**config.mk**
```make
export PLATFORM = sky130hd
export DESIGN_NAME = multicycle_control
export DESIGN_NICKNAME = d
export VERILOG_FILES = /design/src/rtl/cpu_defs.sv /design/src/rtl/instr_class.sv /design/src/rtl/multicycle_control.sv
export SDC_FILE = /design/constraint.sdc
export NUM_CORES = 1
export LEC_CHECK = 0
export CAP_MARGIN = 30
export CORE_MARGIN = 2
export CORE_UTILIZATION = 36
export CTS_CLUSTER_SIZE = 8
export DETAILED_ROUTE_END_ITERATION = 16
export PLACE_DENSITY = 0.8
export SLEW_MARGIN = 25
export SYNTH_ARGS = -nofsm -noshare
export SYNTH_HDL_FRONTEND = slang
export SYNTH_SLANG_ARGS = --single-unit
export TNS_END_PERCENT = 10
```
**constraint.sdc**
```tcl
create_clock -name clk -period 1.55 [get_ports clk]
set_input_delay 0.155 -clock clk [delete_from_list [all_inputs] [get_ports clk]]
set_output_delay 0.155 -clock clk [all_outputs]
set_load 0.1 [all_outputs]
```
**src/rtl/cpu_defs.sv**
```systemverilog
// Shared definitions for the multicycle CPU control path: opcodes, functs,
// FSM state encoding, ALU operation codes and datapath mux select codes.
// Instruction classification record produced by instr_class.
package cpu_defs;

  // Primary opcodes (IR[31:26])
  localparam logic [5:0] OP_RTYPE = 6'h00;
  localparam logic [5:0] OP_J     = 6'h02;
  localparam logic [5:0] OP_JAL   = 6'h03;
  localparam logic [5:0] OP_BNE   = 6'h05;
  localparam logic [5:0] OP_ADDI  = 6'h08;
  localparam logic [5:0] OP_XORI  = 6'h0E;
  localparam logic [5:0] OP_LW    = 6'h23;
  localparam logic [5:0] OP_SW    = 6'h2B;

  // R-type function codes (IR[5:0])
  localparam logic [5:0] FN_JR  = 6'h08;
  localparam logic [5:0] FN_ADD = 6'h20;
  localparam logic [5:0] FN_SUB = 6'h22;
  localparam logic [5:0] FN_SLT = 6'h2A;

  // ALU operations
  localparam logic [2:0] ALU_ADD = 3'd0;
  localparam logic [2:0] ALU_SUB = 3'd1;
  localparam logic [2:0] ALU_XOR = 3'd2;
  localparam logic [2:0] ALU_SLT = 3'd3;

  // PC source select
  localparam logic [1:0] PC_PLUS4  = 2'd0;
  localparam logic [1:0] PC_BRANCH = 2'd1;
  localparam logic [1:0] PC_JUMP   = 2'd2;
  localparam logic [1:0] PC_REG    = 2'd3;

  // Register destination select
  localparam logic [1:0] DST_RT  = 2'd0;
  localparam logic [1:0] DST_RD  = 2'd1;
  localparam logic [1:0] DST_R31 = 2'd2;

  // Register write-data select
  localparam logic [1:0] M2R_ALU = 2'd0;
  localparam logic [1:0] M2R_MEM = 2'd1;
  localparam logic [1:0] M2R_PC4 = 2'd2;

  // ALU B operand select
  localparam logic [1:0] SRCB_REG = 2'd0;
  localparam logic [1:0] SRCB_IMM = 2'd1;

  typedef enum logic [2:0] {
    S_FETCH  = 3'd0,
    S_DECODE = 3'd1,
    S_EXEC   = 3'd2,
    S_MEM    = 3'd3,
    S_WB     = 3'd4,
    S_TRAP   = 3'd5
  } state_t;

  typedef struct packed {
    logic is_lw;
    logic is_sw;
    logic is_j;
    logic is_jal;
    logic is_bne;
    logic is_jr;
    logic is_rtype;
    logic is_imm;
    logic legal;
  } iclass_t;

endpackage

```
**src/rtl/instr_class.sv**
```systemverilog
// Combinational instruction classifier: opcode/funct -> one-hot class flags.
// is_rtype covers R-type arithmetic (ADD/SUB/SLT) only; JR has its own flag.
// legal is set for exactly the supported instructions.
module instr_class
  import cpu_defs::*;
#(
  parameter int OPW = 6
) (
  input  logic [OPW-1:0] opcode,
  input  logic [OPW-1:0] funct,
  output iclass_t        cls
);

  // Decode opcode (and funct for R-type) into class flags
  always_comb begin
    cls = '0;
    case (opcode)
      OP_LW:            cls.is_lw  = 1'b1;
      OP_SW:            cls.is_sw  = 1'b1;
      OP_J:             cls.is_j   = 1'b1;
      OP_JAL:           cls.is_jal = 1'b1;
      OP_BNE:           cls.is_bne = 1'b1;
      OP_ADDI, OP_XORI: cls.is_imm = 1'b1;
      OP_RTYPE: begin
        case (funct)
          FN_ADD, FN_SUB, FN_SLT: cls.is_rtype = 1'b1;
          FN_JR:                  cls.is_jr    = 1'b1;
          default: ;
        endcase
      end
      default: ;
    endcase
    cls.legal = cls.is_lw | cls.is_sw | cls.is_j | cls.is_jal | cls.is_bne |
                cls.is_jr | cls.is_rtype | cls.is_imm;
  end

endmodule

```
**src/rtl/multicycle_control.sv**
```systemverilog
// Multicycle CPU control FSM: FETCH/DECODE/EXEC/MEM/WB with a sticky TRAP state.
// Datapath strobes are combinational from state and instruction fields and
// forced low while reset is high; memory states wait on mem_ready.
module multicycle_control
  import cpu_defs::*;
#(
  parameter int OPW    = 6,
  parameter int ALUOPW = 3
) (
  input  logic              clk,
  input  logic              reset,
  input  logic [OPW-1:0]    opcode,
  input  logic [OPW-1:0]    funct,
  input  logic              alu_zero,
  input  logic              mem_ready,
  output logic              mem_req,
  output logic              mem_we,
  output logic              ir_we,
  output logic              pc_we,
  output logic [1:0]        pc_src,
  output logic              reg_we,
  output logic [1:0]        reg_dst,
  output logic [1:0]        mem_to_reg,
  output logic [1:0]        alu_src_b,
  output logic [ALUOPW-1:0] alu_op,
  output logic              ext_sel,
  output logic              illegal
);

  state_t  state;
  state_t  state_nxt;
  logic    illegal_q;
  iclass_t cls;
  logic    is_xori;

  instr_class #(.OPW(OPW)) u_instr_class (
    .opcode (opcode),
    .funct  (funct),
    .cls    (cls)
  );

  assign is_xori = (opcode == OP_XORI);

  // State register; illegal is set on entry to TRAP so it tracks the trap state exactly
  always_ff @(posedge clk) begin
    if (reset) begin
      state     <= S_FETCH;
      illegal_q <= 1'b0;
    end else begin
      state <= state_nxt;
      if (state_nxt == S_TRAP) illegal_q <= 1'b1;
    end
  end

  // Next-state and datapath control decode
  always_comb begin
    state_nxt  = state;
    mem_req    = 1'b0;
    mem_we     = 1'b0;
    ir_we      = 1'b0;
    pc_we      = 1'b0;
    pc_src     = PC_PLUS4;
    reg_we     = 1'b0;
    reg_dst    = DST_RT;
    mem_to_reg = M2R_ALU;
    alu_src_b  = SRCB_REG;
    alu_op     = ALUOPW'(ALU_ADD);
    ext_sel    = 1'b0;
    illegal    = illegal_q;

    case (state)
      S_FETCH: begin
        mem_req = 1'b1;
        if (mem_ready) begin
          ir_we     = 1'b1;
          pc_we     = 1'b1;
          pc_src    = PC_PLUS4;
          state_nxt = S_DECODE;
        end
      end
      S_DECODE: begin
        // Extender samples ext_sel at the end of DECODE; it is held through the instruction.
        ext_sel = is_xori;
        if (!cls.legal) begin
          state_nxt = S_TRAP;
        end else if (cls.is_j) begin
          pc_we     = 1'b1;
          pc_src    = PC_JUMP;
          state_nxt = S_FETCH;
        end else if (cls.is_jal) begin
          pc_we      = 1'b1;
          pc_src     = PC_JUMP;
          reg_we     = 1'b1;
          reg_dst    = DST_R31;
          mem_to_reg = M2R_PC4;
          state_nxt  = S_FETCH;
        end else begin
          state_nxt = S_EXEC;
        end
      end
      S_EXEC: begin
        ext_sel = is_xori;
        if (cls.is_lw || cls.is_sw) begin
          alu_src_b = SRCB_IMM;
          alu_op    = ALUOPW'(ALU_ADD);
          state_nxt = S_MEM;
        end else if (cls.is_imm) begin
          alu_src_b = SRCB_IMM;
          alu_op    = is_xori ? ALUOPW'(ALU_XOR) : ALUOPW'(ALU_ADD);
          state_nxt = S_WB;
        end else if (cls.is_rtype) begin
          alu_src_b = SRCB_REG;
          case (funct)
            FN_SUB:  alu_op = ALUOPW'(ALU_SUB);
            FN_SLT:  alu_op = ALUOPW'(ALU_SLT);
            default: alu_op = ALUOPW'(ALU_ADD);
          endcase
          state_nxt = S_WB;
        end else if (cls.is_bne) begin
          alu_op = ALUOPW'(ALU_SUB);
          if (!alu_zero) begin
            pc_we  = 1'b1;
            pc_src = PC_BRANCH;
          end
          state_nxt = S_FETCH;
        end else if (cls.is_jr) begin
          pc_we     = 1'b1;
          pc_src    = PC_REG;
          state_nxt = S_FETCH;
        end else begin
          // Only reachable if the opcode changed after DECODE
          state_nxt = S_TRAP;
        end
      end
      S_MEM: begin
        ext_sel = is_xori;
        mem_req = 1'b1;
        mem_we  = cls.is_sw;
        if (mem_ready) state_nxt = cls.is_sw ? S_FETCH : S_WB;
      end
      S_WB: begin
        ext_sel    = is_xori;
        reg_we     = 1'b1;
        reg_dst    = cls.is_rtype ? DST_RD : DST_RT;
        mem_to_reg = cls.is_lw ? M2R_MEM : M2R_ALU;
        state_nxt  = S_FETCH;
      end
      S_TRAP: state_nxt = S_TRAP;
      default: state_nxt = S_FETCH;
    endcase

    if (reset) begin
      mem_req    = 1'b0;
      mem_we     = 1'b0;
      ir_we      = 1'b0;
      pc_we      = 1'b0;
      pc_src     = '0;
      reg_we     = 1'b0;
      reg_dst    = '0;
      mem_to_reg = '0;
      alu_src_b  = '0;
      alu_op     = '0;
      ext_sel    = 1'b0;
      illegal    = 1'b0;
    end
  end

endmodule
```
==> results of run 1 <==
cell families after synthesis:
| kind of cell | count (synthesis) | share of synthesized area [%] |
|---|---|---|
| other | 1 | 0.541 |
| flip-flops | 4 | 11.6 |
| buffers and inverters | 11 | 7.76 |
| XOR/XNOR | 2 | 2.53 |
| AO/OA/AOI/OAI | 26 | 24.2 |
| AND/OR/NAND/NOR | 58 | 53.4 |
metrics by stage:
step / cells / TNS [ns] / hold WS [ns]
4_1_cts: 189 / -3.62 / 0.487
2_1_floorplan: 103 / -5.54 / 0.427
3_5_place_dp: 185 / -10.02 / 0.480
3_3_place_gp: 185 / -8.76 / 0.451
timing repair:
item / 4_1_cts
setup endpoints to repair: 19
buffers inserted: 1
pin swaps: 20
endpoints found under the hold margin: 0
resized for setup: 53
==> summary.md, run 1 <==
| Metric | Value |
|---|---|
| CTS hold repair buffers | 0 |
| I/O Buffers | 31 |
| Setup slack at placement | -0.748 ns |
| Final GP Congestion | 0.937 |
| Die height | 47.9 um |
| Cell taking the most area after synthesis | dfxtp_1 |
| Run status | stopped before the end |
| Initial Util | 39.3% |
| Synth Instances | 102 |
| Syn avg cell area | 6.80 um^2 |
| FFs w/ async S/R, synth | 0% |
| Error msg | [ERROR DPL-0033] detailed placement checks failed during check placement. |
| Cell Area, Placed | 1540 um^2 |
| Area contributors post-synth | dfxtp_1 12%, a21oi_1 6.5%, nor2_1 6.5%, nand2b_1 5.4%, nor2b_1 4.5% |
| Max clock buf depth | 2 |
| Post-DP HPWL | 2580 um |
| Number of synthesized flops with an enable pin | 0 |
| Top-count cell post-synth | nor2_1 |
| Die Wd | 47.9 um |
| Flop and latch count out of synthesis | 4 |
| Ys flop type | dfxtp_1 |
| Clock sinks | 4 |
| IO Pins | 34 |
| H-tree Lvls | 1 |
| Netlist cell types | 43 |
| Seq/Total Area, Yosys | 11.6% |
| Category of the worst endpoint | primary output |
| Number of buffers created by CTS | 3 |
| Failed at | global routing |
| Syn. warnings | 0 |
| Worst setup endpoint GRT | pc_we |
| Initial antenna violation count | 0 |
| Synth top area share | 11.6% |
| Root buffer cell | clkbuf_4 |
| Most frequent cells after synthesis | 12 x nor2_1, 9 x a21oi_1, 6 x nand2b_1 |
| Synth Cell Area | 693 um^2 |
| Largest net degree at the start of global routing | 11 |
| Row Count | 15 |
==> run 2, diff against run 1 <==
- CORE_AREA: not set -> 2 2 63 65
- CORE_MARGIN: 2 -> not set
- CORE_UTILIZATION: 36 -> not set
- CTS_CLUSTER_SIZE: 8 -> not set
- DIE_AREA: not set -> 0 0 65 67
- PLACE_DENSITY: 0.8 -> not set
- PLACE_DENSITY_LB_ADDON: not set -> 0.15
- clock period: 1.55 -> 2 ns (I/O delays scaled with it)
==> summary.md, run 2 <==
| Metric | Value |
|---|---|
| Run status | completed |
| Netlist cell types | 43 |
| Max Fclk | 506 MHz |
| Core Footprint | 3610 um^2 |
| Worst setup margin | 0.0229 ns |
| Area contributors post-synth | dfxtp_1 12%, a21oi_1 6.5%, nor2_1 6.5%, nand2b_1 5.4%, nor2b_1 4.5% |
| Remaining antenna violation count | 0 |
| Global-route wire length before repair | 4230 um |
| Biggest regs | state x3, illegal_q x1 |
| Commonest cells after routing, fill and taps aside | 24 x buf_4, 16 x buf_12, 9 x nor2_1 |
| I/O Buffers | 31 |
| Vias in the first global route | 926 |
| Gr ovfl total | 0 |
| Xor and xnor area share after synthesis | 2.53% |
| Final Instance Area | 1490 um^2 |
| Syn avg cell area | 6.80 um^2 |
| GRT Util Overall | 12.3% |
| Simple-Gate Fraction of Synth Area | 53.4% |
| Seq/Total Area, Yosys | 11.6% |
| DR WL/cell | 12.1 um |
| Largest family of logic cells by synthesized area | simple AND/OR/NAND/NOR gates |
| Most flop-heavy register | state |
| Max clock buf depth | 2 |
| Synth Instances | 102 |
| Placed cells | 197 |
| Clock slew at reported path FFs | 0.03 ns |
| Die height | 67 um |
| Startpoint Class | primary input |
| Mux share of post-synthesis cell area | 0% |
| Setup TNS | 0 ns |
| Syn. warnings | 0 |
| Max reg flops | 3 |
| Drt initial violations | 28 |
| Cell leakage power | 0.575 nW |
| IO Pins | 34 |
| Final net count | 172 |
| FFs w/ async S/R, synth | 0% |
| HP Class | register to register |
| Post-DP HPWL | 2000 um |
| Final wirelength | 2440 um |
| Initial antenna violation count | 0 |
| Row Count | 22 |
| Filler cells | 359 |
| Post-route clock period utilization | 98.9% |
| Ant diodes | 0 |
| Clock latency on the worst-skew pair | 0.22 ns |
| Adder-cell share of the synthesized area | 0% |
| Number of synthesized flops with an enable pin | 0 |
| Compound-Gate Fraction of Synth Area | 24.2% |
| Vias | 926 |
| Ys flop type | dfxtp_1 |
| CP required | 1.80 ns |
| Clk_skew | 0.00188 ns |
| Cell Area, Placed | 1400 um^2 |
| Drt via density | 4.58 |
| Final setup fails | 0 |
| Synth Cell Area | 693 um^2 |
| DRT Pass-1 Iters | 4 |
| Final GP Congestion | 0.787 |
| Number of max-cap violations | 0 |
| Cell taking the most area after synthesis | dfxtp_1 |
| Largest net degree at the start of global routing | 13 |
| Critical-path maximum fanout | 3 |
| Die Wd | 65 um |
| Area growth, synth to finish | 115% |
| Crit Path Class | primary input to output pin |
| CTS tree | done |
| H-tree Lvls | 1 |
| Max rail drop VDD | 150 uV |
| Most frequent cells after synthesis | 12 x nor2_1, 9 x a21oi_1, 6 x nand2b_1 |
| Root buffer cell | clkbuf_8 |
| Clock sinks | 4 |
| Critical path arrival | 1.78 ns |
| Top-count cell post-synth | nor2_1 |
| RSZ-0062 raised after global routing | true |
| Final slew viol count | 0 |
| Flop and latch count out of synthesis | 4 |
| Final hold viol count | 0 |
| Number of buffers created by CTS | 3 |
| Initial Util | 19.2% |
| Share of layout cells above drive strength 1 | 51.3% |
| Worst Setup End Kind | output pin |
| Final min period | 1.98 ns |
| Die area | 4360 um^2 |
| Non-Filler Instances | 202 |
| Synth top area share | 11.6% |
| DRC viols | 0 |
| Most common cell after layout, fill and taps aside | buf_4 |
| Setup slack at placement | -0.386 ns |
| Power per Cell Area | 380 nW/um^2 |
-- run 2: per-layer routing --
metal	part of all wire, %	global-route usage (%)	wire length, um
met1	48	15.8	1170
met2	48	20.9	1170
met3	4.1	2.20	99
met4	0.25	3.99	6
met5	0	0	0
-- run 2: cell type report --
class                   count  area [um^2]  share of cell area, %
multi-input cells          88          668                   44.8
repair buffers             56          631                   42.3
flip-flops and latches      4         80.1                   5.37
well taps                  48         60.1                   4.03
clock buffers               3         41.3                   2.77
inverters                   3         11.3                  0.755
-- run 2: timing repair --
item	in CTS	in global routing
cloned	0	0
pin swaps	12	2
hold endpoints to repair	0	0
setup endpoints to repair	13	8
buffers inserted	2	0
resized for setup	44	5
hold buffers	0	0
-- run 2: power breakdown --
part | internal [W] | leakage, nW | switching (W) | total, W
logic | 0.000116 | 0.521 | 0.000173 | 0.000290
clock network | 0.000129 | 0.0216 | 0.0000443 | 0.000173
registers | 0.0000888 | 0.0329 | 0.0000161 | 0.000105
total | 0.000334 | 0.575 | 0.000234 | 0.000567
-- run 2: worst paths after layout --
check             depth (start not counted)      start  slack, ns   endpoint
setup / recovery                          7  opcode[4]       0.02      pc_we
hold / removal                            2  illegal_q       0.46  illegal_q
setup reg to reg                          5   state[1]       0.31   state[0]
hold reg to reg                           2  illegal_q       0.46  illegal_q
-- run 2: kinds of logic (layout without fill, tap and decap cells) --
kind of cell,count (synthesis),count (layout)
other cells,1,2
xor+xnor,2,2
flops,4,4
buf+inv,11,62
compound gates,26,26
simple gates,58,58
-- run 2: worst max-delay path, stage by stage --
cell and delay (ns):
dlygate4sd2_1 0.26, or3_4 0.35, nor4_4 0.27, o211ai_2 0.16
a21oi_1 0.18, o21a_1 0.19, buf_12 0.18
-- run 2: through the flow --
stage | hold slack [ns] | utilization (%) | total power, W
detailed placement | 0.457 | 38.8 | 0.000390
global placement | 0.462 | 38.8 | 0.000389
finish | 0.461 | 41.4 | 0.000567
CTS | 0.464 | 41.0 | 0.000572
floorplan | 0.446 | - | 0.000271
global route | 0.498 | 41.4 | 0.000600
(Power assumes the default switching activity.)
